<file path="config.mk">
export PLATFORM = sky130hd
export DESIGN_NAME = fetch_entry_queue
export DESIGN_NICKNAME = d
export VERILOG_FILES = /design/src/rtl/ariane_pkg.sv /design/src/rtl/fetch_entry_queue_pkg.sv /design/src/rtl/fetch_realigner.sv /design/src/rtl/fetch_entry_queue.sv
export SDC_FILE = /design/constraint.sdc
export NUM_CORES = 2
export LEC_CHECK = 0
export ABC_CLOCK_PERIOD_IN_PS = 7600
export BUFFER_PORTS_ARGS = -buffer_cell sky130_fd_sc_hd__buf_4
export CORE_MARGIN = 3
export CORE_UTILIZATION = 59
export CTS_CLUSTER_SIZE = 16
export DETAILED_ROUTE_END_ITERATION = 10
export PLACE_DENSITY = 0.86
export SLEW_MARGIN = 20
export SYNTH_ARGS = -nofsm -noshare
export SYNTH_HDL_FRONTEND = slang
export SYNTH_SLANG_ARGS = --single-unit
export TNS_END_PERCENT = 20
</file>
<file path="constraint.sdc">
create_clock -name clk_i -period 7.6 [get_ports clk_i]
set_input_delay 0.76 -clock clk_i [delete_from_list [all_inputs] [get_ports clk_i]]
set_output_delay 0.76 -clock clk_i [all_outputs]
set_load 0.01 [all_outputs]
</file>
<file path="src/rtl/ariane_pkg.sv">
// ---------------------------------------------------------------------------
// ariane_pkg (slice)
// Shared core types used by the fetch/decode boundary: exception record,
// branch-prediction side band and the fetch entry handed from IF to ID.
// No ports; imported by the fetch-entry queue and its realigner.
// ---------------------------------------------------------------------------
package ariane_pkg;

  localparam int unsigned XLEN = 64;
  localparam int unsigned VLEN = 64;

  typedef enum logic [2:0] {
    NoCF,
    Branch,
    Jump,
    JumpR,
    Return
  } cf_t;

  typedef struct packed {
    cf_t             cf;
    logic [VLEN-1:0] predict_address;
  } branchpredict_sbe_t;

  typedef struct packed {
    logic [XLEN-1:0] cause;
    logic [XLEN-1:0] tval;
    logic            valid;
  } exception_t;

  typedef struct packed {
    logic [VLEN-1:0]    address;
    logic [31:0]        instruction;
    branchpredict_sbe_t branch_predict;
    exception_t         ex;
  } fetch_entry_t;

endpackage

</file>
<file path="src/rtl/fetch_entry_queue_pkg.sv">
// ---------------------------------------------------------------------------
// fetch_entry_queue_pkg
// Constants and helpers shared by the fetch-entry queue and its realigner:
// the compressed-instruction test and a builder for a clean fetch entry.
// No ports.
// ---------------------------------------------------------------------------
package fetch_entry_queue_pkg;

  import ariane_pkg::*;

  // Opcode bits [1:0] == 2'b11 marks a full 32-bit instruction.
  localparam logic [1:0] UNCOMP_OP = 2'b11;

  function automatic logic is_compressed(input logic [15:0] half);
    return half[1:0] != UNCOMP_OP;
  endfunction

  // Entry with no exception and no predicted control flow.
  function automatic fetch_entry_t mk_entry(input logic [VLEN-1:0] addr,
                                            input logic [31:0]     instr);
    fetch_entry_t e;
    e                   = '0;
    e.address           = addr;
    e.instruction       = instr;
    e.branch_predict.cf = NoCF;
    return e;
  endfunction

endpackage

</file>
<file path="src/rtl/fetch_realigner.sv">
// ---------------------------------------------------------------------------
// fetch_realigner
// Splits one accepted 32-bit fetch word into up to two fetch entries in
// program order and keeps the upper half of a straddling 32-bit instruction
// until the next word arrives.
// Ports:
//   clk_i, rst_ni   clock, asynchronous active-low reset
//   i_flush         drop the pending half
//   i_accept        a fetch word is handed over this cycle
//   i_data/i_addr   fetch word and address of its first useful halfword
//   i_ex_valid      fetch faulted; i_ex_cause gives the cause
//   o_valid[1:0]    entry slots carrying an instruction (slot 0 first)
//   o_entry[1:0]    the entries, slot 0 older than slot 1
// ---------------------------------------------------------------------------
module fetch_realigner
  import ariane_pkg::*;
  import fetch_entry_queue_pkg::*;
(
  input  logic                   clk_i,
  input  logic                   rst_ni,
  input  logic                   i_flush,
  input  logic                   i_accept,
  input  logic [31:0]            i_data,
  input  logic [VLEN-1:0]        i_addr,
  input  logic                   i_ex_valid,
  input  logic [XLEN-1:0]        i_ex_cause,
  output logic [1:0]             o_valid,
  output fetch_entry_t [1:0]     o_entry
);

  logic            r_pend_valid;
  logic [15:0]     r_pend_half;
  logic [VLEN-1:0] r_pend_addr;

  logic            w_pend_valid_n;
  logic [15:0]     w_pend_half_n;
  logic [VLEN-1:0] w_pend_addr_n;

  logic [VLEN-1:0] w_word;
  logic [VLEN-1:0] w_upper;
  logic [15:0]     w_lo;
  logic [15:0]     w_hi;
  logic            w_use_upper;
  logic            w_upper_slot;

  assign w_word  = {i_addr[VLEN-1:2], 2'b00};
  assign w_upper = w_word + VLEN'(2);
  assign w_lo    = i_data[15:0];
  assign w_hi    = i_data[31:16];

  always_comb begin
    o_valid        = '0;
    o_entry[0]     = '0;
    o_entry[1]     = '0;
    w_pend_valid_n = r_pend_valid;
    w_pend_half_n  = r_pend_half;
    w_pend_addr_n  = r_pend_addr;
    w_use_upper    = 1'b0;
    w_upper_slot   = 1'b0;

    if (i_accept) begin
      w_pend_valid_n = 1'b0;
      if (i_ex_valid) begin
        // A fault consumes the word as a single entry, attributed to the
        // start of the straddling instruction when one is pending.
        o_valid[0]            = 1'b1;
        o_entry[0]            = mk_entry(r_pend_valid ? r_pend_addr : i_addr, 32'h0);
        o_entry[0].ex.valid   = 1'b1;
        o_entry[0].ex.cause   = i_ex_cause;
        o_entry[0].ex.tval    = i_addr;
      end else if (i_addr[1]) begin
        // Entry at the upper half (a jump target): any pending half is stale.
        w_use_upper  = 1'b1;
        w_upper_slot = 1'b0;
      end else if (r_pend_valid) begin
        o_valid[0]   = 1'b1;
        o_entry[0]   = mk_entry(r_pend_addr, {w_lo, r_pend_half});
        w_use_upper  = 1'b1;
        w_upper_slot = 1'b1;
      end else if (is_compressed(w_lo)) begin
        o_valid[0]   = 1'b1;
        o_entry[0]   = mk_entry(w_word, {16'h0, w_lo});
        w_use_upper  = 1'b1;
        w_upper_slot = 1'b1;
      end else begin
        o_valid[0]   = 1'b1;
        o_entry[0]   = mk_entry(w_word, i_data);
      end

      if (w_use_upper) begin
        if (is_compressed(w_hi)) begin
          if (w_upper_slot) begin
            o_valid[1] = 1'b1;
            o_entry[1] = mk_entry(w_upper, {16'h0, w_hi});
          end else begin
            o_valid[0] = 1'b1;
            o_entry[0] = mk_entry(w_upper, {16'h0, w_hi});
          end
        end else begin
          w_pend_valid_n = 1'b1;
          w_pend_half_n  = w_hi;
          w_pend_addr_n  = w_upper;
        end
      end
    end
  end

  always_ff @(posedge clk_i or negedge rst_ni) begin
    if (!rst_ni) begin
      r_pend_valid <= 1'b0;
      r_pend_half  <= '0;
      r_pend_addr  <= '0;
    end else if (i_flush) begin
      r_pend_valid <= 1'b0;
    end else begin
      r_pend_valid <= w_pend_valid_n;
      r_pend_half  <= w_pend_half_n;
      r_pend_addr  <= w_pend_addr_n;
    end
  end

endmodule

</file>
<file path="src/rtl/fetch_entry_queue.sv">
// ---------------------------------------------------------------------------
// fetch_entry_queue
// IF->ID fetch-entry producer: realigns fetch words into per-instruction
// entries and buffers them in a DEPTH-entry FIFO drained by decode.
// Ports:
//   clk_i, rst_ni          clock, asynchronous active-low reset
//   flush_i                drop buffered entries and the pending half
//   fetch_valid_i/ready_o  fetch word handshake
//   fetch_data_i/addr_i    fetch word and address of first halfword used
//   fetch_ex_valid_i/cause fetch fault indication
//   fetch_entry_o          FIFO head
//   fetch_entry_valid_o    FIFO not empty
//   fetch_entry_ready_i    decode consumes the head
// ---------------------------------------------------------------------------
module fetch_entry_queue
  import ariane_pkg::*;
  import fetch_entry_queue_pkg::*;
#(
  parameter int unsigned DEPTH = 4
) (
  input  logic            clk_i,
  input  logic            rst_ni,
  input  logic            flush_i,
  input  logic            fetch_valid_i,
  output logic            fetch_ready_o,
  input  logic [31:0]     fetch_data_i,
  input  logic [VLEN-1:0] fetch_addr_i,
  input  logic            fetch_ex_valid_i,
  input  logic [XLEN-1:0] fetch_ex_cause_i,
  output fetch_entry_t    fetch_entry_o,
  output logic            fetch_entry_valid_o,
  input  logic            fetch_entry_ready_i
);

  localparam int unsigned PW = (DEPTH > 1) ? $clog2(DEPTH) : 1;
  localparam int unsigned CW = $clog2(DEPTH + 1);

  fetch_entry_t     r_mem [DEPTH];
  logic [PW-1:0]    r_rd_ptr;
  logic [PW-1:0]    r_wr_ptr;
  logic [CW-1:0]    r_count;

  logic             w_accept;
  logic [1:0]       w_rv;
  fetch_entry_t [1:0] w_re;
  logic [1:0]       w_push;
  logic [1:0]       w_npush;
  logic             w_pop;
  logic [CW:0]      w_free;

  // Ready needs room for a two-entry word; a pop in the same cycle is not
  // credited, keeping this off any combinational path from decode.
  assign w_free        = (CW+1)'(DEPTH) - {1'b0, r_count};
  assign fetch_ready_o = w_free >= (CW+1)'(2);
  assign w_accept      = fetch_valid_i & fetch_ready_o;

  fetch_realigner u_realign (
    .clk_i      (clk_i),
    .rst_ni     (rst_ni),
    .i_flush    (flush_i),
    .i_accept   (w_accept),
    .i_data     (fetch_data_i),
    .i_addr     (fetch_addr_i),
    .i_ex_valid (fetch_ex_valid_i),
    .i_ex_cause (fetch_ex_cause_i),
    .o_valid    (w_rv),
    .o_entry    (w_re)
  );

  assign w_push  = flush_i ? 2'b00 : w_rv;
  assign w_npush = {1'b0, w_push[0]} + {1'b0, w_push[1]};
  assign w_pop   = (r_count != '0) && fetch_entry_ready_i && !flush_i;

  assign fetch_entry_valid_o = (r_count != '0);
  assign fetch_entry_o       = r_mem[r_rd_ptr];

  // Slot 1 is only ever valid together with slot 0, so it lands at wr+1.
  always_ff @(posedge clk_i or negedge rst_ni) begin
    if (!rst_ni) begin
      for (int i = 0; i < int'(DEPTH); i++) begin
        r_mem[i] <= '0;
      end
    end else begin
      if (w_push[0]) r_mem[r_wr_ptr]           <= w_re[0];
      if (w_push[1]) r_mem[r_wr_ptr + PW'(1)]  <= w_re[1];
    end
  end

  always_ff @(posedge clk_i or negedge rst_ni) begin
    if (!rst_ni) begin
      r_rd_ptr <= '0;
      r_wr_ptr <= '0;
      r_count  <= '0;
    end else if (flush_i) begin
      r_rd_ptr <= '0;
      r_wr_ptr <= '0;
      r_count  <= '0;
    end else begin
      r_wr_ptr <= r_wr_ptr + PW'(w_npush);
      if (w_pop) r_rd_ptr <= r_rd_ptr + PW'(1);
      r_count  <= r_count + CW'(w_npush) - CW'(w_pop);
    end
  end

endmodule
</file>
==> flow_summary.html <==
<table>
<tr><th>Metric</th><th>Value</th></tr>
<tr><th colspan="2">Worst setup path</th></tr>
<tr><td>Longest individual stage delay on the worst path</td><td>0.62 ns</td></tr>
<tr><td>Required time of the critical path</td><td>8.24 ns</td></tr>
<tr><td>Instance count on the critical path</td><td>11</td></tr>
<tr><td>Maximum fanout along the worst path</td><td>54</td></tr>
<tr><td>Worst R2R Path Depth</td><td>11</td></tr>
<tr><td>Reg2Reg Capture Point</td><td>r_mem[256]</td></tr>
<tr><td>Worst path cell trace</td><td>inv_1, ha_1, ha_1, or3b_2, nor2_2, inv_1, nand3_4, buf_4, buf_4, a21oi_1, a31oi_1</td></tr>
<tr><td>Element type at the critical path end</td><td>flip-flop</td></tr>
<tr><td>Launching instance or port of the critical path</td><td>r_count[0]</td></tr>
<tr><td>Reg-to-reg slack, setup</td><td>2.97 ns</td></tr>
<tr><td>Slowest cell on the critical path</td><td>sky130_fd_sc_hd__buf_4</td></tr>
<tr><td>Buf/Inv on CP</td><td>4</td></tr>
<tr><td>Arrival time worst endpoint</td><td>5.27 ns</td></tr>
<tr><td>Kind of launch point of the worst setup path</td><td>flip-flop</td></tr>
<tr><td>Crit Path Category</td><td>reg -&gt; reg</td></tr>
<tr><td>Largest delay share family, worst path</td><td>buffers and inverters</td></tr>
<tr><td>Reg-to-reg startpoint</td><td>r_count[0]</td></tr>
<tr><td>Critical Path End</td><td>r_mem[256]</td></tr>
<tr><th colspan="2">Synthesis</th></tr>
<tr><td>Mapped Nets</td><td>5,844</td></tr>
<tr><td>Multiplexer area fraction after synthesis</td><td>0.1297</td></tr>
<tr><td>Sequential cell area fraction in the yosys report</td><td>0.5361</td></tr>
<tr><td>Async SR Flop Fraction</td><td>1.000</td></tr>
<tr><td>Gate count of the mapped netlist</td><td>5,669</td></tr>
<tr><td>Top cells by area, synth</td><td>sky130_fd_sc_hd__dfrtp_1, sky130_fd_sc_hd__mux4_2, sky130_fd_sc_hd__a21oi_1</td></tr>
<tr><td>Post-synthesis average cell area</td><td>10.33 µm²</td></tr>
<tr><td>Compound-Gate Fraction of Synth Area</td><td>0.1288</td></tr>
<tr><td>Post-Synth Adder-Cell Area</td><td>0.002051</td></tr>
<tr><td>Cell type with the highest aggregate area in the netlist</td><td>sky130_fd_sc_hd__dfrtp_1</td></tr>
<tr><td>Warnings from Yosys</td><td>0</td></tr>
<tr><td>XOR/XNOR Fraction of Synth Area</td><td>0.0008971</td></tr>
<tr><td>Number of enable-type register cells in the synthesized netlist</td><td>0</td></tr>
<tr><td>Count of unique library cells instantiated by Yosys</td><td>49</td></tr>
<tr><td>Largest family of logic cells by synthesized area</td><td>simple AND/OR/NAND/NOR gates</td></tr>
<tr><td>Seq cells post-synth</td><td>1,255</td></tr>
<tr><td>Share of the synthesized area in the top cell type</td><td>0.5361</td></tr>
<tr><td>Total standard cell area after synthesis</td><td>0.05858 mm²</td></tr>
<tr><td>Most common flop cell mapped by yosys</td><td>sky130_fd_sc_hd__dfrtp_1</td></tr>
<tr><td>Simple-gate share of the synthesized area</td><td>0.1574</td></tr>
<tr><th colspan="2">Detailed routing</th></tr>
<tr><td>Drt first-iter violations</td><td>7,325</td></tr>
<tr><td>Drt pass-1 iters</td><td>8</td></tr>
<tr><td>WL/cell</td><td>26.25 µm</td></tr>
<tr><td>WL final</td><td>187,200 µm</td></tr>
<tr><td>Final ANT Viol Nets</td><td>0</td></tr>
<tr><td>DR DRC count</td><td>0</td></tr>
<tr><td>Count of vias placed by the detailed router</td><td>49.10k</td></tr>
<tr><td>Detailed-route vias per instance</td><td>6.885</td></tr>
<tr><th colspan="2">GRT</th></tr>
<tr><td>Grt ovf</td><td>0</td></tr>
<tr><td>GR Util met3</td><td>0.1100</td></tr>
<tr><td>Vias in the first global route</td><td>49.78k</td></tr>
<tr><td>Met2 GRT Util</td><td>0.5578</td></tr>
<tr><td>Largest net degree at the start of global routing</td><td>222</td></tr>
<tr><td>Tot GR Track Use</td><td>0.3602</td></tr>
<tr><td>Global-route wire length before repair</td><td>289,500 µm</td></tr>
<tr><td>Number of antenna violations at the first check in global routing</td><td>43</td></tr>
<tr><td>Grt met1 use</td><td>0.4544</td></tr>
<tr><td>Gr busiest metal</td><td>met2</td></tr>
<tr><th colspan="2">Floorplanning</th></tr>
<tr><td>Starting density of the core</td><td>0.6004</td></tr>
<tr><td>DIE AREA</td><td>0.1031 mm²</td></tr>
<tr><td>Core box area</td><td>0.09756 mm²</td></tr>
<tr><td>Floorplan die width</td><td>321.1 µm</td></tr>
<tr><td>Floorplan row count</td><td>114</td></tr>
<tr><td>Die height</td><td>321.1 µm</td></tr>
<tr><td>I/O pin cnt</td><td>460</td></tr>
<tr><th colspan="2">Place</th></tr>
<tr><td>Count of buffers inserted at the top-level ports</td><td>459</td></tr>
<tr><td>HPWL after detailed placement</td><td>100,300 µm</td></tr>
<tr><td>Cell area reported after detailed placement</td><td>0.06203 mm²</td></tr>
<tr><td>Final weighted congestion in routability-driven placement</td><td>0.8633</td></tr>
<tr><th colspan="2">Clock network</th></tr>
<tr><td>Maximum count of clock buffers along a single path</td><td>3</td></tr>
<tr><td>CTS root buffer</td><td>sky130_fd_sc_hd__clkbuf_16</td></tr>
<tr><td>Num CTS Buffers</td><td>130</td></tr>
<tr><td>Clock transition at the registers of the reported paths</td><td>0.06 ns</td></tr>
<tr><td>CTS HTree Levels</td><td>4</td></tr>
<tr><td>Hold buffers post-CTS</td><td>0</td></tr>
<tr><td>TritonCTS clock tree</td><td>done</td></tr>
<tr><td>Number of sinks on the clock net</td><td>1,255</td></tr>
<tr><td>Post-CTS resize count</td><td>0</td></tr>
<tr><td>Buffers inserted during post-CTS setup optimization</td><td>0</td></tr>
<tr><td>Latest clock arrival within the worst-skew pair</td><td>0.74 ns</td></tr>
<tr><th colspan="2">Layout</th></tr>
<tr><td>Area overhead of the layout relative to synthesis</td><td>13.96%</td></tr>
<tr><td>Post-layout util</td><td>0.6842</td></tr>
<tr><td>Fraction of final layout cells with drive strength greater than 1</td><td>0.1996</td></tr>
<tr><td>Design area</td><td>0.06676 mm²</td></tr>
<tr><td>Nets@finish</td><td>5,894</td></tr>
<tr><td>Fillcell total</td><td>6,790</td></tr>
<tr><th colspan="2">Status</th></tr>
<tr><td>Status</td><td>finished, final reports clean</td></tr>
<tr><th colspan="2">Timing</th></tr>
<tr><td>Total negative setup slack</td><td>0 ns</td></tr>
<tr><td>Max Clock Freq</td><td>0.2161 GHz</td></tr>
<tr><td>Final Hold Violating Endpoints</td><td>0</td></tr>
<tr><td>Unrepaired setup endpoints after global routing</td><td>false</td></tr>
<tr><td>Minimum hold slack</td><td>0.06511 ns</td></tr>
<tr><td>Setup-failing EPs final</td><td>0</td></tr>
<tr><td>Share of the clock period used by the worst path</td><td>0.6089</td></tr>
<tr><td>Max-slew violations</td><td>0</td></tr>
<tr><td>Final Critical Period</td><td>4.627 ns</td></tr>
<tr><td>Worst slew slack as a fraction of its limit</td><td>0.2183</td></tr>
<tr><td>Least-Margin Pin Slew</td><td>1.173 ns</td></tr>
<tr><td>Worst clock skew</td><td>0.03043 ns</td></tr>
<tr><th colspan="2">Pwr</th></tr>
<tr><td>Pwr Density</td><td>351.5 mW/mm²</td></tr>
<tr><td>Max rail drop VDD</td><td>0.2778 mV</td></tr>
<tr><td>Internal power consumption</td><td>0.01557 W</td></tr>
<tr><td>Share of power burned in combinational logic</td><td>0.314</td></tr>
<tr><td>Sequential share of power</td><td>0.394</td></tr>
<tr><td>Clock group share of total power</td><td>0.291</td></tr>
<tr><td>Leakage</td><td>29.69 nW</td></tr>
<tr><td>Total net switching power</td><td>0.007902 W</td></tr>
<tr><td>Switching power share of the total</td><td>0.3367</td></tr>
<tr><th colspan="2">Min path</th></tr>
<tr><td>Worst hold path type</td><td>in -&gt; async</td></tr>
<tr><th colspan="2">Run</th></tr>
<tr><td>Maximum capacitance violations</td><td>0</td></tr>
</table>
==> metal layers <==
layer / up-vias / part of all wire
li1: 20112 / -
met1: 24562 / 0.35
met2: 3733 / 0.47
met3: 674 / 0.12
met4: 20 / 0.055
met5: - / 0.00073
==> cells in the mapped netlist (61+ instances only) <==
cell,n
sky130_fd_sc_hd__a21oi_1,876
sky130_fd_sc_hd__a31oi_1,244
sky130_fd_sc_hd__buf_1,72
sky130_fd_sc_hd__buf_2,198
sky130_fd_sc_hd__clkbuf_1,330
sky130_fd_sc_hd__dfrtp_1,1255
sky130_fd_sc_hd__mux2_2,90
sky130_fd_sc_hd__mux4_2,292
sky130_fd_sc_hd__nand2_1,1133
sky130_fd_sc_hd__nand3_1,578
sky130_fd_sc_hd__nor2b_1,273
sky130_fd_sc_hd__o21ai_0,66
sky130_fd_sc_hd__o22a_1,61
==> state kept, by name, indices dropped and copies added (netlist names) <==
| register | flops |
|---|---|
| r_rd_ptr | 2 |
| r_wr_ptr | 2 |
| u_realign.r_pend_valid | 1 |
| u_realign.r_pend_addr | 63 |
| r_mem | 1168 |
| u_realign.r_pend_half | 16 |
| r_count | 3 |
==> cell families (layout without fill, tap and decap cells) <==
kind of cell,count (synthesis),in the layout
AND/OR/NAND/NOR,2048,2048
AO/OA/AOI/OAI,1344,1344
flip-flops,1255,1255
buffers and inverters,624,778
multiplexers,383,383
adder cells (fa/ha/maj),9,9
XOR/XNOR,6,6
other,0,33
==> cell type report <==
type	instances	area [µm²]	area share
tap	1276	1597	0.02392
clock buffer	195	4005	0.06000
sequential	1255	31410	0.4706
antenna	33	82.58	0.001237
multi-input combinational	3790	24760	0.3709
clock inverter	41	614.3	0.009203
timing repair buffer	530	4242	0.06354
inverter	12	45.04	0.0006748
==> worst min path at each step <==
| stage | start | to | slack [ns] |
|---|---|---|---|
| global placement | u_realign.r_pend_half[0] | u_realign.r_pend_half[0] | 0.43 |
| detailed placement | u_realign.r_pend_half[0] | u_realign.r_pend_half[0] | 0.44 |
| finish | rst_ni | r_mem[960] | 0.07 |
| floorplan | u_realign.r_pend_half[0] | u_realign.r_pend_half[0] | 0.41 |
| global route | rst_ni | r_mem[960] | 0.10 |
| CTS | rst_ni | r_mem[960] | 0.10 |
==> cells in the final DEF, fill, tap and decap left out, types with 3 or more instances in the layout <==
master,synthesis,routed
sky130_fd_sc_hd__a21oi_1,876,870
sky130_fd_sc_hd__a21oi_4,0,6
sky130_fd_sc_hd__a22o_1,15,15
sky130_fd_sc_hd__a22oi_1,57,57
sky130_fd_sc_hd__a31oi_1,244,244
sky130_fd_sc_hd__a32oi_1,15,15
sky130_fd_sc_hd__buf_12,0,21
sky130_fd_sc_hd__buf_4,10,509
sky130_fd_sc_hd__bufinv_16,0,12
sky130_fd_sc_hd__clkbuf_1,330,21
sky130_fd_sc_hd__clkbuf_16,0,136
sky130_fd_sc_hd__clkbuf_8,0,38
sky130_fd_sc_hd__clkinv_2,0,15
sky130_fd_sc_hd__clkinv_8,0,4
sky130_fd_sc_hd__clkinvlp_4,0,5
sky130_fd_sc_hd__dfrtp_1,1255,1253
sky130_fd_sc_hd__diode_2,0,33
sky130_fd_sc_hd__ha_1,8,8
sky130_fd_sc_hd__inv_1,12,12
sky130_fd_sc_hd__inv_6,0,3
sky130_fd_sc_hd__mux2_2,90,90
sky130_fd_sc_hd__mux4_2,292,292
sky130_fd_sc_hd__nand2_1,1133,1128
sky130_fd_sc_hd__nand2_4,0,5
sky130_fd_sc_hd__nand2b_1,10,10
sky130_fd_sc_hd__nand3_1,578,573
sky130_fd_sc_hd__nand3_4,0,5
sky130_fd_sc_hd__nor2_1,26,23
sky130_fd_sc_hd__nor2_4,0,3
sky130_fd_sc_hd__nor2b_1,273,273
sky130_fd_sc_hd__nor3_1,9,5
sky130_fd_sc_hd__nor3_2,0,4
sky130_fd_sc_hd__nor3b_1,3,3
sky130_fd_sc_hd__o21ai_0,66,66
sky130_fd_sc_hd__o22a_1,61,61
sky130_fd_sc_hd__or2_2,3,3
sky130_fd_sc_hd__xnor2_1,4,4
==> metrics by stage <==
| step | worst slack, ns | instances | power [W] |
|---|---|---|---|
| floorplan | 4.191 | 5669 | 0.01357 |
| global placement | 3.274 | 6862 | 0.01622 |
| detailed placement | 3.117 | 6862 | 0.01652 |
| CTS | 3.098 | 7098 | 0.02336 |
| global route | 2.713 | 7124 | 0.02442 |
| finish | 2.973 | 7132 | 0.02347 |
==> power groups by stage <==
stage          sequential, W  combinational [W]  clock (W)
3_3_place_gp         0.00921            0.00701          0
3_5_place_dp         0.00932            0.00720          0
6_report             0.00925            0.00738    0.00683
5_1_grt              0.00939            0.00787    0.00716
2_1_floorplan        0.00893            0.00464          0
4_1_cts              0.00923            0.00726    0.00687
Power figures use the tool's default switching activity.
